`src/rtl/gshare_pht_ctrl_pkg.sv`:
```
// Shared types for the gshare PHT controller: counter encoding, FSM states
// and the 2-bit saturating counter update.
package gshare_pkg;

  typedef enum logic [1:0] {
    SNT = 2'd0,
    LNT = 2'd1,
    LT  = 2'd2,
    ST  = 2'd3
  } ctr_t;

  typedef enum logic [1:0] {
    INIT,
    IDLE,
    TRD,
    TWR
  } fsm_e;

  function automatic ctr_t ctr_sat_update(input ctr_t c, input logic taken);
    ctr_t r;
    if (taken) r = (c == ST)  ? ST  : ctr_t'(c + 2'd1);
    else       r = (c == SNT) ? SNT : ctr_t'(c - 2'd1);
    return r;
  endfunction

endpackage

```
`src/rtl/gshare_pht_ctrl_if.sv`:
```
// Predict, train and SRAM-port signals of the gshare PHT controller.
// The controller uses the slave modport; its environment uses master.
interface gshare_pht_ctrl_if #(
  parameter int unsigned N = 7
);
  logic         pred_valid;
  logic         pred_ready;
  logic [N-1:0] pred_pc;
  logic         pred_resp_valid;
  logic         pred_taken;
  logic [N-1:0] pred_history;

  logic         train_valid;
  logic         train_ready;
  logic         train_taken;
  logic         train_mispredicted;
  logic [N-1:0] train_history;
  logic [N-1:0] train_pc;

  logic         mem_en;
  logic         mem_we;
  logic [N-1:0] mem_addr;
  logic [1:0]   mem_wdata;
  logic [1:0]   mem_rdata;

  modport slave (
    input  pred_valid, pred_pc,
    output pred_ready, pred_resp_valid, pred_taken, pred_history,
    input  train_valid, train_taken, train_mispredicted, train_history, train_pc,
    output train_ready,
    output mem_en, mem_we, mem_addr, mem_wdata,
    input  mem_rdata
  );

  modport master (
    output pred_valid, pred_pc,
    input  pred_ready, pred_resp_valid, pred_taken, pred_history,
    output train_valid, train_taken, train_mispredicted, train_history, train_pc,
    input  train_ready,
    input  mem_en, mem_we, mem_addr, mem_wdata,
    output mem_rdata
  );
endinterface

```
`src/rtl/gshare_pht_ctrl_fifo.sv`:
```
// Train request queue: DEPTH entries of {taken, history, pc}, head visible
// on rdata until popped. Push when full and pop when empty are ignored.
module gshare_train_fifo #(
  parameter  int unsigned N     = 7,
  parameter  int unsigned DEPTH = 4,
  localparam int unsigned AW    = $clog2(DEPTH),
  localparam int unsigned W     = 2 * N + 1
) (
  input  logic         clk,
  input  logic         areset_n,
  input  logic         push,
  input  logic         pop,
  input  logic [W-1:0] wdata,
  output logic [W-1:0] rdata,
  output logic         full,
  output logic         empty,
  output logic [AW:0]  count
);

  localparam logic [AW:0] DEPTH_C = (AW + 1)'(DEPTH);

  logic [W-1:0]  store [DEPTH];
  logic [AW-1:0] wr_ptr;
  logic [AW-1:0] rd_ptr;
  logic          do_push;
  logic          do_pop;

  always_comb begin
    full    = (count == DEPTH_C);
    empty   = (count == '0);
    do_push = push && !full;
    do_pop  = pop && !empty;
    rdata   = store[rd_ptr];
  end

  always_ff @(posedge clk or negedge areset_n) begin
    if (!areset_n) begin
      wr_ptr <= '0;
      rd_ptr <= '0;
      count  <= '0;
    end else begin
      if (do_push) wr_ptr <= wr_ptr + 1'b1;
      if (do_pop)  rd_ptr <= rd_ptr + 1'b1;
      unique case ({do_push, do_pop})
        2'b10:   count <= count + 1'b1;
        2'b01:   count <= count - 1'b1;
        default: ;
      endcase
    end
  end

  always_ff @(posedge clk) begin
    if (do_push) store[wr_ptr] <= wdata;
  end

endmodule

```
`src/rtl/gshare_pht_ctrl.sv`:
```
// gshare PHT controller: power-up clear sweep, single SRAM port shared between
// predict lookups and queued train read-modify-writes, speculative history.
module gshare_pht_ctrl
  import gshare_pkg::*;
#(
  parameter int unsigned N        = 7,
  parameter int unsigned TQ_DEPTH = 4,
  parameter logic [1:0]  INIT_CTR = 2'b01
) (
  input  logic             clk,
  input  logic             areset_n,
  gshare_pht_ctrl_if.slave bus,
  output logic             init_done
);

  localparam int unsigned QW      = 2 * N + 1;
  localparam int unsigned CW      = $clog2(TQ_DEPTH) + 1;
  localparam logic [CW-1:0] DEPTH_C = CW'(TQ_DEPTH);

  fsm_e          state;
  logic [N-1:0]  sweep_addr;
  logic [N-1:0]  history;
  logic [N-1:0]  hist_eff;
  logic [N-1:0]  pred_history_q;
  logic          resp_valid_q;
  logic          train_ready_q;
  logic [1:0]    rd_ctr;
  logic          resp_bit;

  logic          pred_ready_c;
  logic          pred_fire;
  logic          train_go;

  logic          q_push;
  logic          q_pop;
  logic [QW-1:0] q_wdata;
  logic [QW-1:0] q_rdata;
  logic          q_full;
  logic          q_empty;
  logic [CW-1:0] q_count;
  logic [CW-1:0] cnt_next;

  logic          head_taken;
  logic [N-1:0]  head_hist;
  logic [N-1:0]  head_pc;
  logic [N-1:0]  head_idx;

  logic          mem_en_c;
  logic          mem_we_c;
  logic [N-1:0]  mem_addr_c;
  logic [1:0]    mem_wdata_c;

  gshare_train_fifo #(
    .N     (N),
    .DEPTH (TQ_DEPTH)
  ) u_fifo (
    .clk      (clk),
    .areset_n (areset_n),
    .push     (q_push),
    .pop      (q_pop),
    .wdata    (q_wdata),
    .rdata    (q_rdata),
    .full     (q_full),
    .empty    (q_empty),
    .count    (q_count)
  );

  assign {head_taken, head_hist, head_pc} = q_rdata;

  always_comb begin
    resp_bit     = bus.mem_rdata[1];
    hist_eff     = resp_valid_q ? {history[N-2:0], resp_bit} : history;
    head_idx     = head_hist ^ head_pc;
    pred_ready_c = (state == IDLE) && !q_full;
    pred_fire    = bus.pred_valid && pred_ready_c;
    train_go     = (state == IDLE) && !pred_fire && !q_empty;
    q_push       = bus.train_valid && train_ready_q;
    q_pop        = (state == TWR);
    q_wdata      = {bus.train_taken, bus.train_history, bus.train_pc};
    cnt_next     = q_count + CW'(q_push) - CW'(q_pop);
  end

  // The SRAM port is decoded from state and same-cycle requests so a predict
  // can be issued in its accept cycle with the forwarded history.
  always_comb begin
    mem_en_c    = 1'b0;
    mem_we_c    = 1'b0;
    mem_addr_c  = '0;
    mem_wdata_c = '0;
    unique case (state)
      INIT: begin
        mem_en_c    = 1'b1;
        mem_we_c    = 1'b1;
        mem_addr_c  = sweep_addr;
        mem_wdata_c = INIT_CTR;
      end
      IDLE: begin
        if (pred_fire) begin
          mem_en_c   = 1'b1;
          mem_addr_c = hist_eff ^ bus.pred_pc;
        end else if (train_go) begin
          mem_en_c   = 1'b1;
          mem_addr_c = head_idx;
        end
      end
      TWR: begin
        mem_en_c    = 1'b1;
        mem_we_c    = 1'b1;
        mem_addr_c  = head_idx;
        mem_wdata_c = ctr_sat_update(ctr_t'(rd_ctr), head_taken);
      end
      default: ;
    endcase
  end

  always_ff @(posedge clk or negedge areset_n) begin
    if (!areset_n) begin
      state          <= INIT;
      sweep_addr     <= '0;
      init_done      <= 1'b0;
      rd_ctr         <= '0;
      history        <= '0;
      resp_valid_q   <= 1'b0;
      pred_history_q <= '0;
      train_ready_q  <= 1'b0;
    end else begin
      train_ready_q <= (cnt_next != DEPTH_C);
      resp_valid_q  <= pred_fire;
      if (pred_fire) pred_history_q <= hist_eff;

      // A mispredict recovery wins over the response shift in the same cycle.
      if (q_push && bus.train_mispredicted)
        history <= {bus.train_history[N-2:0], bus.train_taken};
      else if (resp_valid_q)
        history <= {history[N-2:0], resp_bit};

      unique case (state)
        INIT: begin
          sweep_addr <= sweep_addr + 1'b1;
          if (sweep_addr == '1) begin
            state     <= IDLE;
            init_done <= 1'b1;
          end
        end
        IDLE: if (train_go) state <= TRD;
        TRD: begin
          rd_ctr <= bus.mem_rdata;
          state  <= TWR;
        end
        TWR:     state <= IDLE;
        default: state <= INIT;
      endcase
    end
  end

  assign bus.pred_ready      = pred_ready_c;
  assign bus.pred_resp_valid = resp_valid_q;
  assign bus.pred_taken      = resp_valid_q & resp_bit;
  assign bus.pred_history    = pred_history_q;
  assign bus.train_ready     = train_ready_q;
  assign bus.mem_en          = mem_en_c;
  assign bus.mem_we          = mem_we_c;
  assign bus.mem_addr        = mem_addr_c;
  assign bus.mem_wdata       = mem_wdata_c;

endmodule
```
`src/flat_wrapper.sv`:
```
// flat-port wrapper written by rule: the top's interface ports become plain ports
module gshare_pht_ctrl_flat import gshare_pkg::*;
#(
  parameter int unsigned N        = 7,
  parameter int unsigned TQ_DEPTH = 4,
  parameter logic [1:0]  INIT_CTR = 2'b01
)
  (clk, areset_n, init_done, bus_pred_valid, bus_pred_pc, bus_pred_ready, bus_pred_resp_valid, bus_pred_taken, bus_pred_history, bus_train_valid, bus_train_taken, bus_train_mispredicted, bus_train_history, bus_train_pc, bus_train_ready, bus_mem_en, bus_mem_we, bus_mem_addr, bus_mem_wdata, bus_mem_rdata);
  gshare_pht_ctrl_if #(.N(N)) bus_i ();
  input  logic clk;
  input  logic areset_n;
  output logic init_done;
  input wire logic [$bits(bus_i.pred_valid)-1:0] bus_pred_valid;
  input wire logic [$bits(bus_i.pred_pc)-1:0] bus_pred_pc;
  output wire logic [$bits(bus_i.pred_ready)-1:0] bus_pred_ready;
  output wire logic [$bits(bus_i.pred_resp_valid)-1:0] bus_pred_resp_valid;
  output wire logic [$bits(bus_i.pred_taken)-1:0] bus_pred_taken;
  output wire logic [$bits(bus_i.pred_history)-1:0] bus_pred_history;
  input wire logic [$bits(bus_i.train_valid)-1:0] bus_train_valid;
  input wire logic [$bits(bus_i.train_taken)-1:0] bus_train_taken;
  input wire logic [$bits(bus_i.train_mispredicted)-1:0] bus_train_mispredicted;
  input wire logic [$bits(bus_i.train_history)-1:0] bus_train_history;
  input wire logic [$bits(bus_i.train_pc)-1:0] bus_train_pc;
  output wire logic [$bits(bus_i.train_ready)-1:0] bus_train_ready;
  output wire logic [$bits(bus_i.mem_en)-1:0] bus_mem_en;
  output wire logic [$bits(bus_i.mem_we)-1:0] bus_mem_we;
  output wire logic [$bits(bus_i.mem_addr)-1:0] bus_mem_addr;
  output wire logic [$bits(bus_i.mem_wdata)-1:0] bus_mem_wdata;
  input wire logic [$bits(bus_i.mem_rdata)-1:0] bus_mem_rdata;
  assign bus_i.pred_valid = bus_pred_valid;
  assign bus_i.pred_pc = bus_pred_pc;
  assign bus_pred_ready = bus_i.pred_ready;
  assign bus_pred_resp_valid = bus_i.pred_resp_valid;
  assign bus_pred_taken = bus_i.pred_taken;
  assign bus_pred_history = bus_i.pred_history;
  assign bus_i.train_valid = bus_train_valid;
  assign bus_i.train_taken = bus_train_taken;
  assign bus_i.train_mispredicted = bus_train_mispredicted;
  assign bus_i.train_history = bus_train_history;
  assign bus_i.train_pc = bus_train_pc;
  assign bus_train_ready = bus_i.train_ready;
  assign bus_mem_en = bus_i.mem_en;
  assign bus_mem_we = bus_i.mem_we;
  assign bus_mem_addr = bus_i.mem_addr;
  assign bus_mem_wdata = bus_i.mem_wdata;
  assign bus_i.mem_rdata = bus_mem_rdata;
  gshare_pht_ctrl #(.N(N), .TQ_DEPTH(TQ_DEPTH), .INIT_CTR(INIT_CTR)) u_core (.clk(clk), .areset_n(areset_n), .bus(bus_i), .init_done(init_done));
endmodule
```
`config.mk`:
```
export PLATFORM = sky130hd
export DESIGN_NAME = gshare_pht_ctrl_flat
export DESIGN_NICKNAME = d
export VERILOG_FILES = /design/src/rtl/gshare_pht_ctrl_pkg.sv /design/src/rtl/gshare_pht_ctrl_if.sv /design/src/rtl/gshare_pht_ctrl_fifo.sv /design/src/rtl/gshare_pht_ctrl.sv /design/src/flat_wrapper.sv
export SDC_FILE = /design/constraint.sdc
export NUM_CORES = 1
export LEC_CHECK = 0
export CAP_MARGIN = 15
export CELL_PAD_IN_SITES_DETAIL_PLACEMENT = 0
export CELL_PAD_IN_SITES_GLOBAL_PLACEMENT = 1
export CORE_MARGIN = 3
export CORE_UTILIZATION = 40
export DETAILED_ROUTE_END_ITERATION = 10
export PLACE_DENSITY_LB_ADDON = 0.1
export SYNTH_ARGS = -nofsm -noshare
export SYNTH_HDL_FRONTEND = slang
export SYNTH_SLANG_ARGS = --single-unit
export TNS_END_PERCENT = 5
```
`constraint.sdc`:
```
create_clock -name clk -period 2.98 [get_ports clk]
set_clock_uncertainty 0.15 [all_clocks]
set_input_delay 0.447 -clock clk [delete_from_list [all_inputs] [get_ports clk]]
set_output_delay 0.447 -clock clk [all_outputs]
set_load 0.02 [all_outputs]
```
==> results of run 1 <==
-- through the flow --
step	instance area [µm²]	setup TNS, ns
3_5_place_dp	4940	-0.00473
6_report	5130	0
3_3_place_gp	4940	-0.00984
2_1_floorplan	4170	0
5_1_grt	5130	-0.0467
4_1_cts	5120	-0.114
-- state kept, by name (all words and copies together), names as in the netlist --
register,cells
u_core.init_done,1
u_core.sweep_addr,7
u_core.rd_ctr,2
u_core.u_fifo.count,3
u_core.u_fifo.store,60
u_core.bus.pred_history,7
u_core.u_fifo.wr_ptr,2
u_core.bus.pred_resp_valid,1
u_core.bus.train_ready,1
u_core.u_fifo.rd_ptr,2
u_core.history,7
u_core.state,2
-- final cells by class --
class | count | share of cell area, %
Inverter | 14 | 1.02
Clock inverter | 7 | 1.32
Timing Repair Buffer | 71 | 12.7
Multi-Input combinational cell | 184 | 27.1
Sequential cell | 95 | 52.2
Tap cell | 133 | 3.24
Clock buffer | 9 | 2.41
-- power by group through the flow --
| stage | logic, mW | clock network (mW) | registers [mW] |
|---|---|---|---|
| after floorplan | 1.48 | 0 | 2.06 |
| after global placement | 2.50 | 0 | 2.07 |
| after detailed placement | 2.51 | 0 | 2.08 |
| after CTS | 2.45 | 0.827 | 2.05 |
| after global routing | 2.69 | 0.887 | 2.10 |
| final | 2.42 | 0.816 | 2.04 |
-- synthesized netlist by cell type --
master	count
or3b_1	1
o21ai_0	5
edfxtp_1	60
nor3_1	6
or2_2	1
mux2i_1	9
nor2_1	18
dfrtp_1	35
maj3_1	2
o22ai_1	14
a21o_1	1
nand3_1	1
nor2b_1	3
xor2_1	34
or3_1	2
nand4_1	3
nand2b_1	2
mux2_2	2
a22oi_1	1
ha_1	14
and2_1	7
inv_1	14
xnor2_1	15
buf_6	2
and3_1	3
clkbuf_1	7
a32oi_1	1
mux4_2	1
a22o_1	1
and2_4	1
nand3b_1	1
a21oi_1	17
a221o_1	6
fa_1	2
nand2_1	10
-- cells in the final DEF (no fill, tap or decap), types with 3 or more instances in the layout --
master / synthesis / layout
a21oi_1: 17 / 17
a221o_1: 6 / 6
and2_1: 7 / 7
buf_4: 0 / 20
clkbuf_8: 0 / 9
clkdlybuf4s15_1: 0 / 3
clkdlybuf4s50_1: 0 / 41
dfrtp_1: 35 / 33
dlygate4sd2_1: 0 / 5
edfxtp_1: 60 / 60
ha_1: 14 / 13
inv_1: 14 / 14
mux2i_1: 9 / 9
nand2_1: 10 / 10
nand4_1: 3 / 3
nor2_1: 18 / 18
nor2b_1: 3 / 3
nor3_1: 6 / 6
o21ai_0: 5 / 5
o22ai_1: 14 / 14
xnor2_1: 15 / 15
xor2_1: 34 / 34
-- repair_timing --
item / in CTS / in global routing
gates resized for setup: 9 / 7
setup buffers: 0 / 0
setup endpoints to repair: 9 / 8
-- cells by family (layout without fill, tap and decap cells) --
kind of cell / after synthesis / after routing / share of synthesized area [%]
AO/OA/AOI/OAI: 46 / 46 / 6.97
XOR/XNOR: 49 / 49 / 10.3
adder cells (fa/ha/maj): 18 / 18 / 5.65
buffers and inverters: 23 / 101 / 2.43
flip-flops: 95 / 95 / 64.3
multiplexers: 12 / 12 / 3.24
AND/OR/NAND/NOR: 59 / 59 / 7.12
-- worst min path at each step --
stage,end,from,slack [ns],cells after the start
after floorplan,u_core.bus.pred_history[0],areset_n,0.001,0
after global placement,u_core.init_done,u_core.init_done,0.29,1
after detailed placement,u_core.init_done,u_core.init_done,0.30,1
after CTS,u_core.sweep_addr[1],areset_n,0.04,1
after global routing,u_core.sweep_addr[5],areset_n,0.07,1
final,u_core.init_done,areset_n,0.02,1
-- per-layer routing --
metal | share of wire [%] | track usage (%)
met3 | 4.1 | 3.58
met5 | 0 | 0
met4 | 1.7 | 5.41
met2 | 47 | 24.6
met1 | 48 | 22.1
==> implementation parameters, run 1 <==
Parameter                              Value

Critical path
  Crit. path cell count ... 5
  CP cell instances ... or3b_1 > and3_2 > and2_4 > a221o_1 > dlygate4sd2_1
  Kind of cell adding the most delay to the critical path ... simple AND/OR/NAND/NOR gates
  Endpoint of the lowest-slack register-to-register path ... u_core.u_fifo.count[2]
  Count of cells along the worst register-to-register path ... 9
  Slowest library cell on the worst path ... dfrtp_2
  CP endpoint kind ... output port
  Worst setup path startpoint ... u_core.u_fifo.count[0]
  Delay of the slowest cell on the worst path ... 0.45 ns
  CP Data Arrival Time ... 2.30 ns
  Startpoint-to-endpoint class of the critical path ... reg2out
  CP startpoint kind ... register
  Start of the worst register-to-register path ... u_core.u_fifo.count[0]
  Capturing element of the worst setup path ... bus_mem_addr[3]
  Endpoint required time on the critical path ... 2.38 ns
  Worst Path Buf+Inv ... 1
  Register-to-register setup slack ... 0.62 ns
  Largest fanout of any net on the critical path ... 6

Drt
  Number of iterations in the first detailed-routing pass ... 4
  Drt initial violations ... 130
  Wirelength per Cell ... 17.0 µm
  DRT Wirelength ... 8710 µm
  DRC Markers ... 0
  Via-to-Cell Ratio ... 4.79
  Via count of the routed design ... 2455
  Antenna Violating Nets Remaining ... 0

Worst hold path
  Kind of path behind the tightest hold check ... in2async

Global route
  Total global routing overflow ... 0
  Pin count of the biggest net entering global routing ... 36
  Global-route wire length before repair ... 13800 µm
  GRT Util Overall ... 15.9%
  Vias in the first global route ... 2580
  Number of antenna violations at the first check in global routing ... 0

Yosys
  Count of synthesis-stage warnings from yosys ... 0
  Post-synthesis instance area ... 4170 µm²
  Syn Inst Count ... 302
  Sequential element share of the synthesized area ... 64.3%
  Post-synthesis sequential element count ... 95
  Post-synthesis average cell area ... 13.8 µm²
  Area share of the largest cell type after synthesis ... 43.3%
  Syn Nets ... 347
  Largest cells by area after synthesis ... edfxtp_1 (43%), dfrtp_1 (21%), xor2_1 (7.1%), ha_1 (4.2%), xnor2_1 (3.2%)
  Number of unique standard cell types used by synthesis ... 35
  Post-synth top area cell ... edfxtp_1

Timing
  Final worst hold slack ... 0.0178 ns
  Post-layout min period ... 2.90 ns
  Worst-Margin Slew ... 0.816 ns
  Pins Over Slew Limit ... 0
  Max-slew headroom ... 45.6%
  Final worst path period share ... 97.2%
  Setup repair after global routing missed its margin ... true
  Final setup slack of the worst path ... 0.0830 ns
  Final hold violations ... 0
  Timing-limited maximum frequency ... 345 MHz
  Final Setup Violations ... 0

CTS
  CTS tree ... yes
  Clock Root Buffer ... clkbuf_8
  Total clock buffers created by CTS ... 9
  Number of clock sinks ... 95
  Number of H-tree levels ... 3
  Worst skew pair latency ... 0.36 ns
  Clock transition at the registers of the reported paths ... 0.10 ns
  Max Buffers Root-to-Sink ... 2
  Hold buffer count at cts ... 0

Cells and area
  Count of inserted antenna diode cells ... 0
  Final cell utilization of the core ... 51.6%
  Net total in the final layout ... 420
  Register cell area after layout ... 2680 µm²
  Multi-input gate area in the final layout ... 1390 µm²
  Non-filler cells, final ... 513
  Fraction of layout instances using a drive strength above 1 ... 11.8%
  Count of filler cells inserted in the layout ... 915
  Area growth from synthesis to final layout ... 23.2%

Power and ir drop
  Sequential Power Share ... 38.7%
  Cell leakage power ... 2.01 nW
  Power density over cell area ... 1030 nW/µm²
  Switching pwr ... 2.04 mW
  Peak supply drop ... 0.000495 V
  Proportion of power drawn by combinational gates ... 45.8%
  Switching part of the total ... 38.6%
  Clk pwr share ... 15.5%
  Cell-internal power ... 3.24 mW
  Overall Power ... 5.28 mW

Placed design
  Number of I/O port buffers ... 51
  Gp weighted congestion ... 0.797
  Placed cells ... 497
  Pre-CTS WS ... -0.00473 ns
  Detailed placement HPWL ... 6370 µm

Die
  Die boundary height ... 108 µm
  Cell row count ... 36
  Core footprint ... 9950 µm²
  Initial core utilization ... 41.8%
  I/O Pins ... 52
  Die outline area ... 11700 µm²
  Die boundary width ... 108 µm

Status
  Status ... finished clean

Run
  # Max-Cap Violations ... 0
(Power assumes the default switching activity.)
==> run 2, diff against run 1 <==
PLACE_DENSITY = 0.74   (was default)
PLACE_DENSITY_LB_ADDON = default   (was 0.1)
==> run 2 against run 1 <==
Effect of this change: die area did not move; non-clock buffer count rose by 2; clock power rose by 2%; critical path type unchanged; wire length fell by 1.5%; largest power group unchanged; count of clock-buffer cells in the layout rose by 2; final area rose by 0.44%.
==> implementation parameters, run 2 (synthesis gave the netlist of run 1 again) <==
Parameter                              Value

Power and ir drop
  Overall Power ... 5.29 mW (+0.26%)
  Power density over cell area ... 1030 nW/µm² (-0.18%)
  Peak supply drop ... 0.000439 V (-11%)
  Cell leakage power ... 2.01 nW (about the same)

Critical path
  Endpoint of the lowest-slack register-to-register path ... u_core.u_fifo.count[2]
  Register-to-register setup slack ... 0.53 ns (-0.09 ns)
  Startpoint-to-endpoint class of the critical path ... reg2out
  CP startpoint kind ... register
  Start of the worst register-to-register path ... u_core.u_fifo.count[0]
  CP Data Arrival Time ... 2.32 ns (+0.02 ns)
  Count of cells along the worst register-to-register path ... 10 (+1)
  Largest fanout of any net on the critical path ... 6 (unchanged)
  Endpoint required time on the critical path ... 2.38 ns (about the same)
  CP endpoint kind ... output port

Worst hold path
  Number of cells on the worst hold path ... 1
  Kind of path behind the tightest hold check ... reg2reg
  Sink of the worst hold path ... u_core.init_done
  Critical hold path startpoint ... u_core.init_done

Cells and area
  Fraction of layout instances using a drive strength above 1 ... 13.1% (+1.2 points)
  Most flop-heavy register ... u_core.u_fifo.store
  Most frequent cells in the layout ... edfxtp_1 (60), clkdlybuf4s50_1 (42), xor2_1 (34), dfrtp_1 (34), buf_4 (22)
  Most frequent standard cell in the layout excluding fill and tap cells ... edfxtp_1
  Final standard cell area without fillers ... 5150 µm² (+0.44%)
  Net total in the final layout ... 422 (+0.48%)
  Largest register FFs ... 60 (unchanged)
  Area growth from synthesis to final layout ... 23.8%
  Count of inserted antenna diode cells ... 0 (unchanged)

Timing
  Max-slew headroom ... 61.3% (+16 points)
  Worst-Margin Slew ... 0.580 ns (-0.237 ns)
  Post-layout min period ... 2.92 ns (+0.0193 ns)
  Setup repair after global routing missed its margin ... true
  Final Setup Violations ... 0 (unchanged)
  Pins Over Slew Limit ... 0 (unchanged)
  Timing-limited maximum frequency ... 343 MHz (-0.66%)
  Final worst hold slack ... 0.330 ns (+0.312 ns)
  Final hold violations ... 0 (unchanged)
  Final worst path period share ... 97.9% (+0.65 points)

CTS
  Clock Root Buffer ... clkbuf_8
  Clock transition at the registers of the reported paths ... 0.10 ns (about the same)
  Number of H-tree levels ... 3 (unchanged)
  Max Buffers Root-to-Sink ... 2 (unchanged)
  Post-CTS Setup Bufs ... 0 (unchanged)
  Number of clock sinks ... 95 (unchanged)
  CTS tree ... yes
  Worst skew pair latency ... 0.36 ns (about the same)
  Hold buffer count at cts ... 0 (unchanged)
  Total clock buffers created by CTS ... 9 (unchanged)

Status
  Status ... finished clean

Die
  I/O Pins ... 52 (unchanged)
  Initial core utilization ... 41.8% (unchanged)
  Cell row count ... 36 (unchanged)
  Die boundary height ... 108 µm (unchanged)
  Die boundary width ... 108 µm (unchanged)
  Die outline area ... 11700 µm² (unchanged)
  Core footprint ... 9950 µm² (unchanged)

Global route
  Total global routing overflow ... 0 (unchanged)
  Vias in the first global route ... 2599 (+0.74%)
  GRT Util Overall ... 15.9% (+0.074 points)
  Global-route wire length before repair ... 13800 µm (+0.15%)
  Pin count of the biggest net entering global routing ... 36 (unchanged)
  Number of antenna violations at the first check in global routing ... 0 (unchanged)

Drt
  Via-to-Cell Ratio ... 4.83 (+0.99%)
  Wirelength per Cell ... 16.7 µm (-1.9%)
  Number of iterations in the first detailed-routing pass ... 4 (unchanged)
  DRT Wirelength ... 8580 µm (-1.5%)
  DRC Markers ... 0 (unchanged)
  Antenna Violating Nets Remaining ... 0 (unchanged)
  Drt initial violations ... 73 (-44%)
  Via count of the routed design ... 2489 (+1.4%)

Placed design
  Number of I/O port buffers ... 51 (unchanged)
  Placement Cell Area ... 4960 µm² (+0.41%)
  Gp weighted congestion ... 0.775 (-2.7%)
  Detailed placement HPWL ... 6400 µm (+0.48%)

Run
  # Max-Cap Violations ... 0 (unchanged)
## run 2: cell count changes in the layout (fill, tap and decap cells not counted), sizes merged
cell / before / now
clkbuf: 9 / 16
clkinv: 3 / 0
clkdlybuf4s15: 3 / 1
dlygate4sd2: 5 / 3
buf: 21 / 22
clkdlybuf4s50: 41 / 42
dlymetal6s2s: 1 / 0
inv: 17 / 18
## run 2: cell type report
| class | instances | area (µm²) |
|---|---|---|
| clock buffers | 11 | 153 |
| clock inverters | 5 | 47.5 |
| fillers | 843 | 4800 |
| inverters | 14 | 52.6 |
| multi-input cells | 184 | 1410 |
| flip-flops and latches | 95 | 2680 |
| well taps | 133 | 166 |
| repair buffers | 73 | 647 |
## run 2: power breakdown
| part | switching [mW] | internal (mW) | total [mW] |
|---|---|---|---|
| sequential | 0.237 | 1.79 | 2.03 |
| combinational | 1.32 | 1.11 | 2.42 |
| clock | 0.462 | 0.372 | 0.835 |
| total | 2.02 | 3.27 | 5.29 |
## run 2: through the flow
step / instances / setup WS [ns] / TNS, ns / utilization (%)
2_1_floorplan: 302 / 0.560 / 0 / -
3_3_place_gp: 499 / -0.179 / -1.11 / 49.8
3_5_place_dp: 499 / -0.206 / -1.26 / 49.8
4_1_cts: 515 / 0.00825 / 0 / 51.9
5_1_grt: 515 / -0.0537 / -0.0537 / 51.8
6_report: 515 / 0.0637 / 0 / 51.8
## run 2: worst max-delay path, cell delays in order (launching register included)
cell and delay [ns]:
dfrtp_1 0.39, buf_4 0.16, or3b_1 0.42, and3_4 0.22, and2_4 0.18, a221o_1 0.28
dlygate4sd2_1 0.32
## run 2: worst max path at each step
stage,start,depth (start not counted),end
final,u_core.u_fifo.count[0],6,bus_mem_addr[3]
after global placement,bus_pred_valid,6,bus_mem_addr[4]
after CTS,u_core.state[0],7,bus_mem_addr[2]
after detailed placement,bus_pred_valid,6,bus_mem_addr[1]
after global routing,u_core.state[0],7,bus_mem_addr[3]
after floorplan,u_core.bus.pred_resp_valid,5,bus_mem_addr[2]
## run 2: per-layer routing
metal,global-route usage [%],up-vias,share of wire (%)
met1,20.1,1207,43
li1,-,1224,-
met5,0,-,0
met4,4.51,0,1.4
met2,27.6,48,52
met3,3.76,10,3.9
## run 2: timing repair
item	4_1_cts	5_1_grt
resized for setup	15	10
endpoints found under the setup margin	9	7
pin swaps	0	1
==> run 3, diff against run 2 <==
SETUP_SLACK_MARGIN = 0.05   (was default)
==> run 3 against run 2 <==
Effect of this change: final area about the same; core utilization hardly changed; highest routed layer unchanged; die area stayed put; first-iteration DRC count down 21%; power hardly changed; flip-flop and latch count did not move; count of clock-buffer cells in the layout unchanged; worst setup slack gained 0.020 ns; via count up 0.40%; final cell count unchanged.
==> implementation parameters, run 3 (synthesis gave the netlist of run 1 again) <==
Parameter                              Value

Run
  # Max-Cap Violations ... 0 (unchanged)

Cells and area
  Most frequent standard cell in the layout excluding fill and tap cells ... edfxtp_1
  Count of inserted antenna diode cells ... 0 (unchanged)
  Non-filler cells, final ... 515 (unchanged)
  Largest register FFs ... 60 (unchanged)
  Most frequent cells in the layout ... edfxtp_1 (60), clkdlybuf4s50_1 (42), xor2_1 (34), dfrtp_1 (34), buf_4 (22)
  Final cell utilization of the core ... 51.8% (about the same)
  Fraction of layout instances using a drive strength above 1 ... 14.1% (+1.0 points)
  Net total in the final layout ... 422 (unchanged)
  Area growth from synthesis to final layout ... 23.7% (about the same)
  Count of filler cells inserted in the layout ... 842 (-0.12%)
  Most flop-heavy register ... u_core.u_fifo.store

Timing
  Pins Over Slew Limit ... 0 (unchanged)
  Post-layout min period ... 2.90 ns (-0.0196 ns)
  Final Setup Violations ... 0 (unchanged)
  Setup repair after global routing missed its margin ... true
  Final worst path period share ... 97.2% (-0.66 points)
  Final hold violations ... 0 (unchanged)
  Timing-limited maximum frequency ... 345 MHz (+0.68%)
  Max-slew headroom ... 60.9% (-0.31 points)
  Setup TNS ... 0 ns (unchanged)
  Worst-Margin Slew ... 0.584 ns (+0.00462 ns)

CTS
  Hold buffer count at cts ... 0 (unchanged)
  Worst skew pair latency ... 0.36 ns (about the same)
  Total clock buffers created by CTS ... 9 (unchanged)
  Clock transition at the registers of the reported paths ... 0.10 ns (about the same)
  Post-CTS Setup Bufs ... 0 (unchanged)
  Number of clock sinks ... 95 (unchanged)
  Number of H-tree levels ... 3 (unchanged)
  Max Buffers Root-to-Sink ... 2 (unchanged)
  Clock Root Buffer ... clkbuf_8
  CTS tree ... yes

Global route
  Number of antenna violations at the first check in global routing ... 0 (unchanged)
  Total global routing overflow ... 0 (unchanged)
  Global-route wire length before repair ... 13800 µm (about the same)
  Pin count of the biggest net entering global routing ... 36 (unchanged)
  GRT Util Overall ... 15.9% (unchanged)
  Vias in the first global route ... 2598 (-0.038%)

Power and ir drop
  Overall Power ... 5.29 mW (about the same)
  Cell leakage power ... 2.01 nW (-0.29%)
  Power density over cell area ... 1030 nW/µm² (+0.11%)
  Peak supply drop ... 0.000440 V (+0.18%)

Drt
  Wirelength per Cell ... 16.7 µm (about the same)
  Drt initial violations ... 58 (-21%)
  DRC Markers ... 0 (unchanged)
  Antenna Violating Nets Remaining ... 0 (unchanged)
  Via count of the routed design ... 2499 (+0.40%)
  DRT Wirelength ... 8580 µm (about the same)
  Via-to-Cell Ratio ... 4.85 (+0.40%)
  Number of iterations in the first detailed-routing pass ... 4 (unchanged)

Critical path
  CP endpoint kind ... output port
  Largest fanout of any net on the critical path ... 6 (unchanged)
  CP startpoint kind ... register
  Startpoint-to-endpoint class of the critical path ... reg2out
  CP cell instances ... buf_4 > or3b_1 > and3_4 > and2_4 > a221o_1 > clkdlybuf4s15_1
  CP Data Arrival Time ... 2.30 ns (-0.02 ns)
  Slowest library cell on the worst path ... or3b_1
  Delay of the slowest cell on the worst path ... 0.42 ns (about the same)
  Endpoint required time on the critical path ... 2.38 ns (about the same)

Status
  Status ... finished clean

Die
  I/O Pins ... 52 (unchanged)
  Initial core utilization ... 41.8% (unchanged)
  Core footprint ... 9950 µm² (unchanged)
  Die boundary height ... 108 µm (unchanged)
  Die boundary width ... 108 µm (unchanged)
  Cell row count ... 36 (unchanged)
  Die outline area ... 11700 µm² (unchanged)

Placed design
  Placed cells ... 499 (unchanged)
  Gp weighted congestion ... 0.775 (unchanged)
  Detailed placement HPWL ... 6400 µm (unchanged)
  Number of I/O port buffers ... 51 (unchanged)

Worst hold path
  Kind of path behind the tightest hold check ... in2async
run 3: changes by cell type in the layout (fill, tap and decap cells not counted), sizes merged:
cell	delta
clkbuf	+1
buf	+1
dlygate4sd2	-2
run 3: final timing paths:
kind / from / endpoint / slack [ns] / cells after the start
setup / recovery: u_core.u_fifo.count[0] / bus_mem_addr[3] / 0.08 / 6
hold / removal: areset_n / u_core.bus.train_ready / 0.33 / 2
setup reg to reg: u_core.u_fifo.count[0] / u_core.u_fifo.count[2] / 0.52 / 10
hold reg to reg: u_core.init_done / u_core.init_done / 0.33 / 1
max in group asynchronous: areset_n / u_core.sweep_addr[2] / 2.00 / 2
min in group clk: u_core.init_done / u_core.init_done / 0.33 / 1
run 3: timing repair:
action                     4_1_cts  5_1_grt
resized for setup               20       13
pin swaps                        1        0
setup endpoints to repair        9        8
run 3: layout make-up:
cell class                 instances  area, µm²  area share, %
timing repair buffer              73        639           12.4
clock inverter                     5       47.5          0.923
tap                              133        166           3.23
clock buffer                      11        153           2.96
multi-input combinational        184       1420           27.5
inverter                          14       52.6           1.02
sequential                        95       2680           52.0
run 3: worst max-delay path, delay by kind of cell (launching register included):
kind / cells / cell delay (ns)
AND/OR/NAND/NOR: 3 / 0.82
buffers and inverters: 2 / 0.44
AO/OA/AOI/OAI: 1 / 0.29
flip-flops: 1 / 0.39
run 3: through the flow:
stage	setup WS (ns)	area (µm²)	hold slack (ns)
2_1_floorplan	0.560	4170	0.00141
3_5_place_dp	-0.206	4960	0.308
3_3_place_gp	-0.179	4960	0.306
5_1_grt	0.00815	5150	0.340
4_1_cts	0.0341	5170	0.332
6_report	0.0833	5150	0.330
run 3: layer usage:
metal  wire length, µm  global-route usage, %
met5                 0                      0
met4               105                   4.51
met3               333                   3.76
met2              4490                   27.6
met1              3650                   20.1
run 3: power by group:
| group | switching (mW) | total (mW) | internal, mW |
|---|---|---|---|
| logic | 1.32 | 2.42 | 1.10 |
| clock network | 0.465 | 0.837 | 0.372 |
| registers | 0.238 | 2.03 | 1.79 |
